$ cat config.mk
export PLATFORM = sky130hd
export DESIGN_NAME = logical_eq_sequencer_flat
export DESIGN_NICKNAME = d
export VERILOG_FILES = /design/src/rtl/logical_eq_sequencer_pkg.sv /design/src/rtl/logical_eq_sequencer_if.sv /design/src/rtl/logical_eq_sequencer_word_reduce.sv /design/src/rtl/logical_eq_sequencer.sv /design/src/flat_wrapper.sv
export SDC_FILE = /design/constraint.sdc
export NUM_CORES = 1
export LEC_CHECK = 0
export ABC_AREA = 1
export CORE_MARGIN = 4
export CORE_UTILIZATION = 25
export CTS_BUF_LIST = sky130_fd_sc_hd__clkbuf_8 sky130_fd_sc_hd__clkbuf_16
export DETAILED_ROUTE_END_ITERATION = 12
export PLACE_DENSITY = 0.57
export SYNTH_ARGS = -nofsm -noshare
export SYNTH_HDL_FRONTEND = slang
export SYNTH_HIERARCHICAL = 1
export SYNTH_SLANG_ARGS = --single-unit
$ cat constraint.sdc
create_clock -name clk -period 2 [get_ports clk]
set_input_delay 0.3 -clock clk [delete_from_list [all_inputs] [get_ports clk]]
set_output_delay 0.3 -clock clk [all_outputs]
set_load 0.02 [all_outputs]
$ cat src/rtl/logical_eq_sequencer_pkg.sv
// ============================================================================
// Module   : logical_eq_pkg
// Purpose  : State encoding and width helper for the logical-EQ sequencer.
// Revision : 1.0
// ============================================================================
`default_nettype none

package logical_eq_pkg;

   typedef enum logic [1:0] {
      IDLE   = 2'd0,
      ACCUM  = 2'd1,
      RESULT = 2'd2
   } state_e;

   // A counter still needs one bit when only a single word is streamed.
   function automatic int clog2_min1(input int value);
      return (value <= 1) ? 1 : $clog2(value);
   endfunction

endpackage

`default_nettype wire

$ cat src/rtl/logical_eq_sequencer_if.sv
// ============================================================================
// Module   : logical_eq_sequencer_if
// Purpose  : Operand-beat input and result output handshakes of the sequencer.
// Revision : 1.0
// ============================================================================
`default_nettype none

interface logical_eq_sequencer_if #(
   parameter int N = 8
);
   logic         in_valid;
   logic         in_ready;
   logic [N-1:0] a_word;
   logic [N-1:0] b_word;
   logic         out_valid;
   logic         out_ready;
   logic         c;
   logic         a_nz;
   logic         b_nz;
   logic         busy;

   modport master (
      output in_valid, a_word, b_word, out_ready,
      input  in_ready, out_valid, c, a_nz, b_nz, busy
   );

   modport slave (
      input  in_valid, a_word, b_word, out_ready,
      output in_ready, out_valid, c, a_nz, b_nz, busy
   );
endinterface

`default_nettype wire

$ cat src/rtl/logical_eq_sequencer_word_reduce.sv
// ============================================================================
// Module   : logical_eq_word_reduce
// Purpose  : OR-reduces one word of each operand to a "word nonzero" bit.
// Revision : 1.0
// ============================================================================
`default_nettype none

module logical_eq_word_reduce #(
   parameter int N = 8
) (
   input  wire logic [N-1:0] a_word,
   input  wire logic [N-1:0] b_word,
   output logic              a_any,
   output logic              b_any
);
   assign a_any = |a_word;
   assign b_any = |b_word;
endmodule

`default_nettype wire

$ cat src/rtl/logical_eq_sequencer.sv
// ============================================================================
// Module   : logical_eq_sequencer
// Purpose  : Streams WORDS beats per operand and reports logical equality.
//            Optional abort port enabled by LOGICAL_EQ_SEQUENCER_ABORT_EN.
// Revision : 1.0
// ============================================================================
`default_nettype none

module logical_eq_sequencer
   import logical_eq_pkg::*;
#(
   parameter int N     = 8,
   parameter int WORDS = 4
) (
   input  wire logic               clk,
   input  wire logic               rst,
`ifdef LOGICAL_EQ_SEQUENCER_ABORT_EN
   input  wire logic               abort,
`endif
   logical_eq_sequencer_if.slave   bus
);
   localparam int            CW       = clog2_min1(WORDS);
   localparam logic [CW-1:0] CNT_LAST = CW'(WORDS - 1);

   state_e        state_q, state_d;
   logic [CW-1:0] cnt_q, cnt_d;
   logic          acc_a_q, acc_a_d;
   logic          acc_b_q, acc_b_d;
   logic          c_q, c_d;
   logic          a_nz_q, a_nz_d;
   logic          b_nz_q, b_nz_d;

   logic a_any, b_any;
   logic fire_in;
   logic a_next, b_next;
   logic abort_req;

   logical_eq_word_reduce #(.N(N)) u_reduce (
      .a_word (bus.a_word),
      .b_word (bus.b_word),
      .a_any  (a_any),
      .b_any  (b_any)
   );

`ifdef LOGICAL_EQ_SEQUENCER_ABORT_EN
   assign abort_req = abort & (state_q != IDLE);
`else
   assign abort_req = 1'b0;
`endif

   assign bus.in_ready  = (state_q != RESULT);
   assign bus.out_valid = (state_q == RESULT);
   assign bus.busy      = (state_q != IDLE);
   assign bus.c         = c_q;
   assign bus.a_nz      = a_nz_q;
   assign bus.b_nz      = b_nz_q;

   assign fire_in = bus.in_valid & bus.in_ready;
   // Flags left over from the previous operand are ignored on its first beat.
   assign a_next  = ((state_q == IDLE) ? 1'b0 : acc_a_q) | a_any;
   assign b_next  = ((state_q == IDLE) ? 1'b0 : acc_b_q) | b_any;

   always_comb begin
      state_d = state_q;
      cnt_d   = cnt_q;
      acc_a_d = acc_a_q;
      acc_b_d = acc_b_q;
      c_d     = c_q;
      a_nz_d  = a_nz_q;
      b_nz_d  = b_nz_q;
      if (abort_req) begin
         state_d = IDLE;
         cnt_d   = '0;
         acc_a_d = 1'b0;
         acc_b_d = 1'b0;
      end else if (fire_in) begin
         acc_a_d = a_next;
         acc_b_d = b_next;
         if (cnt_q == CNT_LAST) begin
            cnt_d   = '0;
            state_d = RESULT;
            c_d     = ~(a_next ^ b_next);
            a_nz_d  = a_next;
            b_nz_d  = b_next;
         end else begin
            cnt_d   = cnt_q + CW'(1);
            state_d = ACCUM;
         end
      end else if ((state_q == RESULT) && bus.out_ready) begin
         state_d = IDLE;
      end
   end

   always_ff @(posedge clk) begin
      if (rst) begin
         state_q <= IDLE;
         cnt_q   <= '0;
         acc_a_q <= 1'b0;
         acc_b_q <= 1'b0;
         c_q     <= 1'b0;
         a_nz_q  <= 1'b0;
         b_nz_q  <= 1'b0;
      end else begin
         state_q <= state_d;
         cnt_q   <= cnt_d;
         acc_a_q <= acc_a_d;
         acc_b_q <= acc_b_d;
         c_q     <= c_d;
         a_nz_q  <= a_nz_d;
         b_nz_q  <= b_nz_d;
      end
   end

endmodule

`default_nettype wire

$ cat src/flat_wrapper.sv
// flat-port wrapper written by rule: the top's interface ports become plain ports
module logical_eq_sequencer_flat import logical_eq_pkg::*;
#(
   parameter int N     = 8,
   parameter int WORDS = 4
)
  (clk, rst, bus_in_valid, bus_a_word, bus_b_word, bus_out_ready, bus_in_ready, bus_out_valid, bus_c, bus_a_nz, bus_b_nz, bus_busy);
  logical_eq_sequencer_if #(.N(N)) bus_i ();
  input  wire logic clk;
  input  wire logic rst;
  input wire logic [$bits(bus_i.in_valid)-1:0] bus_in_valid;
  input wire logic [$bits(bus_i.a_word)-1:0] bus_a_word;
  input wire logic [$bits(bus_i.b_word)-1:0] bus_b_word;
  input wire logic [$bits(bus_i.out_ready)-1:0] bus_out_ready;
  output wire logic [$bits(bus_i.in_ready)-1:0] bus_in_ready;
  output wire logic [$bits(bus_i.out_valid)-1:0] bus_out_valid;
  output wire logic [$bits(bus_i.c)-1:0] bus_c;
  output wire logic [$bits(bus_i.a_nz)-1:0] bus_a_nz;
  output wire logic [$bits(bus_i.b_nz)-1:0] bus_b_nz;
  output wire logic [$bits(bus_i.busy)-1:0] bus_busy;
  assign bus_i.in_valid = bus_in_valid;
  assign bus_i.a_word = bus_a_word;
  assign bus_i.b_word = bus_b_word;
  assign bus_i.out_ready = bus_out_ready;
  assign bus_in_ready = bus_i.in_ready;
  assign bus_out_valid = bus_i.out_valid;
  assign bus_c = bus_i.c;
  assign bus_a_nz = bus_i.a_nz;
  assign bus_b_nz = bus_i.b_nz;
  assign bus_busy = bus_i.busy;
  logical_eq_sequencer #(.N(N), .WORDS(WORDS)) u_core (.clk(clk), .rst(rst), .bus(bus_i));
endmodule
Word-level counts from Yosys, hierarchy flattened
Index checks and enable logic that the tools add are counted.
{ "totals": {"latchBits": 0, "reg_bits": 9, "inputBits": 20, "mem_count": 0, "elab_cells": 29, "mem_bits_rw": 0, "romBits": 0} }
{ "op_classes": {"shifts": 0, "reduce_logical": 7, "magnitude_cmp": 0, "n_addsub": 1, "div": 0, "n_eq_ne": 3, "n_mux": 6, "n_mul": 0, "n_bitwise": 5} }
{ "op_table": {"columns": ["op", "n"], "rows": [
  ["$reduce_or 8->1", 2],
  ["$mux 2", 4],
  ["$eq 2x2->1 const B", 2],
  ["$reduce_bool 2->1", 2],
  ["$add 2x1->2 const B", 1],
  ["$logic_not 2->1", 1],
  ["$mux 1", 2],
  ["$ne 2x2->1 const B", 1],
  ["$or 1x1->1", 2],
  ["$reduce_and 2->1", 1],
  ["$and 1x1->1", 1],
  ["$logic_and 1x1->1", 1],
  ["$not 1->1", 1],
  ["$xor 1x1->1", 1]
]} }

Longest topological paths before layout
{ "depth": {"ltp_word": 5, "ltp_mapped": 9} }

Modules after synthesis
Netlist, hierarchy kept.
{ "by_module_without_submodules": {"columns": ["mod", "area_per_inst_um2", "cells_each", "instances"], "rows": [
  ["logical_eq_sequencer", 417.9, 54, 1],
  ["logical_eq_word_reduce", 112.6, 30, 1]
]} }

Worst setup path after synthesis
Ideal clock, no wire load.
{ "synth_path": {"kind": "register -> register", "startpoint": "register u_core.state_q[0]", "endpoint": "register u_core.c_q (netlist: u_core/bus.c)", "t_arrival_ns": 0.949, "required_time_ns": 1.887, "path_buffers": 0, "stages_incl_launch_ff": 7, "setup_slack_ns": 0.938, "path_cell_list": "dfxtp_1 inv_2 nand2_1 a21oi_1 nand2_1 nand3_1 nand2_1"} }
{ "synth_via": {"elab_chain_cells": 5, "elab_cells_between_ends": 10, "classes_between": "eq/ne (1); mux (2); bitwise (5); reduce/logical (2)"} }
{ "synth_rtl": {"columns": ["element", "line_no", "text"], "rows": [
  ["start, declared", "logical_eq_sequencer.sv:25", "state_e state_q, state_d;"],
  ["start signal, assigned", "logical_eq_sequencer.sv:104", "state_q <= state_d;"],
  ["$logic_not 2->1", "logical_eq_sequencer.sv:60, logical_eq_sequencer.sv:61", null],
  ["$mux 1 (on tied branches)", "logical_eq_sequencer.sv:60, logical_eq_sequencer.sv:61", null],
  ["$or 1x1->1 (on tied branches)", "logical_eq_sequencer.sv:60, logical_eq_sequencer.sv:61", null],
  ["$xor 1x1->1", "logical_eq_sequencer.sv:82", "c_d = ~(a_next ^ b_next);"],
  ["$not 1->1", "logical_eq_sequencer.sv:82", null],
  ["end signal, assigned", "logical_eq_sequencer.sv:100", "c_q <= 1'b0;"],
  ["end signal, assigned", "logical_eq_sequencer.sv:108", "c_q <= c_d;"],
  ["end, declared", "logical_eq_sequencer.sv:29", "logic c_q, c_d;"]
]} }
Several ways; a longest one is shown, not always the timed one.
A chain may end at the register's enable or synchronous reset.

Final worst setup path
{ "layout_path": {"startpoint": "register u_core.state_q[1]", "endpoint": "output bus_busy"} }
{ "layout_via": {"elab_chain_cells": 1} }
{ "layout_rtl": {"columns": ["element", "line_no", "text"], "rows": [
  ["$reduce_bool 2->1", "logical_eq_sequencer.sv:53", "assign bus.busy = (state_q != IDLE);"],
  ["end, declared", "flat_wrapper.sv:20", "output wire logic [$bits(bus_i.busy)-1:0] bus_busy;"]
]} }
No other way between the ends.

==> impl_metrics.toml <==
[setup_path]
worst_setup_path_end_kind = "output pin"
critical_path.cell_chain = "inv_1, nand2_1, clkdlybuf4s50_1"
critPathMaxFanout = 4
worst_ep_required_time_ns = 1.70
cpLargestDelayFamily = "buffers and inverters"
critical_path.max_stage_delay_ns = 0.61
critical-path-slowest-cell = "clkdlybuf4s50_1"
critPathKind = "register to output pin"
cp_num_buf_inv = 2
critical_path_arrival_ns = 1.41
critical_path.startpoint_type = "register"
rrSetupSlack_ns = 0.93

[timing]
fin_worst_setup_slack_ns = 0.292
grt_setup_unrepaired = "no"
achievable-frequency_ghz = 0.586
fin_worst_hold_slack_ns = 0.479
setup-violations-final = 0
finalMaxSlewViolations = 0
final_period_utilization = 0.854
final_hold_viol_count = 0
slew-limit-headroom = 0.847
tns_ns = 0
timing.clock.skew_ns = 0.00369
post-route-min-period_ns = 1.71
worst_slew_pin_slew_ns = 0.230

[global_routing]
globalRouteTotalUtil = 0.0989
first_pass_grt_wire_length_um = 2070
antenna_found_initial = 0
via_count_of_the_first_global_routing_pass = 531
grt.overflow.total = 0
largest_net_degree_at_the_start_of_global_routing = 8

[placement]
gp_congestion = 0.649
dp_slack_ns = 0.487
dp_cells = 136
dp.final_hpwl_um = 1020
number_of_port_buffers = 25

[route]
antenna_viol_nets_final = 0
via_per_inst = 4.03
routedWlPerCell_um = 8.49
met3RoutedLength_um = 111
detail_route.iter0.violations = 3
wirelength_met1_um = 456
dr.max_layer_used = "met4"
drc = 0
postRouteWirelength_um = 1190
met2_length_um = 614
route.vias.total = 564
first_pass_iters = 4

[floorplan]
std_cell_rows = 16
die-width_um = 54.1
die_area_mm2 = 0.00292
coreArea_mm2 = 0.00198
start_util = 0.268
ios = 26
floorplan.die.height_um = 54.1

[clock_tree]
post_cts.resized_instances = 0
cts_sinks = 9
cts.clk_slew.worst_paths_ns = 0.05
post_cts_setup_bufs = 0
clockRootBuffer = "clkbuf_8"
cts-buffers-inserted = 3
cts_tree = "built"
ctsHoldBuffers = 0
ctsHtreeMaxLevel = 1
clk_latency_ns = 0.23
cts-root-to-sink-buffers = 2

[synthesis]
yosys_warnings = 6
netlist_area_um2 = 531
yosys_register_bits = 9
synth-seq-area-share = 0.340
post_synth.cell_area_avg_um2 = 6.32
synth_top_area_share = 0.340
post_synth_most_frequent_cells = "24 x inv_1, 18 x nand2_1, 9 x dfxtp_1, 9 x nor2_1, 6 x a21oi_1"
synth-async-reset-ratio = 0
synth-edff-count = 0
synthFlopType = "dfxtp_1"
cell_with_the_most_instances_after_synthesis = "inv_1"
synth.area.top_cells = "dfxtp_1 34%, inv_1 17%, nand2_1 13%"
synthCells = 84
ys_types = 16
postSynthNetCount = 105
synth.largest_area_cell = "dfxtp_1"

[pwr]
p_leak_nw = 0.429
vdd_ir_drop_max_v = 0.000271
power_density_mw_per_mm2 = 573

[worst_hold_path]
min-delay-path-class = "register to register"

[finish]
areaGrowthSynthToFinish_pct = 62.0
num-nets-final = 135
layoutNonFillerInstCount = 140
drive_gt1_frac = 0.0708
num_antenna_cells = 0

[run]
max_cap_violations = 0

[run_status]
outcome = "finished clean"
==> path summary, 6_finish.rpt <==
kind	startpoint	to	depth (start not counted)
max	u_core/state_q[1]	bus_busy	3
min	u_core/bus.c	u_core/bus.c	2
max reg2reg	u_core/state_q[1]	u_core/bus.c	6
min reg2reg	u_core/bus.c	u_core/bus.c	2
==> metrics by stage <==
| step | utilization | area (µm²) | power, mW |
|---|---|---|---|
| after floorplan | - | 531 | 0.237 |
| after global placement | 0.411 | 815 | 0.287 |
| after detailed placement | 0.411 | 815 | 0.289 |
| after CTS | 0.434 | 860 | 0.501 |
| after global routing | 0.434 | 860 | 0.524 |
| final | 0.434 | 860 | 0.492 |
==> registers in the layout, indices dropped and copies added, names as in the netlist <==
register         flops
u_core/bus.b_nz      1
u_core/acc_a_q       1
u_core/acc_b_q       1
u_core/bus.a_nz      1
u_core/state_q       2
u_core/cnt_q         2
u_core/bus.c         1
==> layout by cell type, fill, tap and decap left out <==
cell type / n
nand2_1: 18
inv_2: 1
o211ai_1: 1
o21ai_1: 2
nand3_1: 4
nand2_4: 2
nor2_2: 1
ha_1: 1
clkbuf_8: 3
inv_1: 25
a21oi_1: 6
nor2_1: 9
nand3_4: 1
clkdlybuf4s50_1: 25
dfxtp_1: 9
o21ai_0: 3
o21bai_1: 1
or2_0: 1
==> tightest hold or removal path: stages, from the launching register on <==
cell and delay, ns:
dfxtp_1 0.31, nand3_1 0.07, nand2_1 0.05
==> layer usage <==
metal	global-route usage	vias to the layer above
met1	0.0927	236
met5	0	-
met3	0.0332	2
met4	0.0498	0
met2	0.188	19
li1	-	307
==> power by group <==
part	internal, mW	switching (mW)
Clock	0.134	0.0739
Combinational	0.0524	0.0364
Sequential	0.190	0.00600
Total	0.376	0.116
==> cells by family after synthesis <==
| family | synth area share |
|---|---|
| AO/OA/AOI/OAI | 0.132 |
| adder cells (fa/ha/maj) | 0.0236 |
| buffers and inverters | 0.177 |
| flip-flops | 0.340 |
| AND/OR/NAND/NOR | 0.328 |
==> area by class of cell <==
| type | count | area [µm²] |
|---|---|---|
| Inverter | 25 | 93.8 |
| Clock buffer | 3 | 41.3 |
| Fill cell | 207 | 1120 |
| Tap cell | 27 | 33.8 |
| Sequential cell | 9 | 180 |
| Multi-Input combinational cell | 50 | 256 |
| Clock inverter | 1 | 3.75 |
| Timing Repair Buffer | 25 | 250 |
Power figures use the tool's default switching activity.
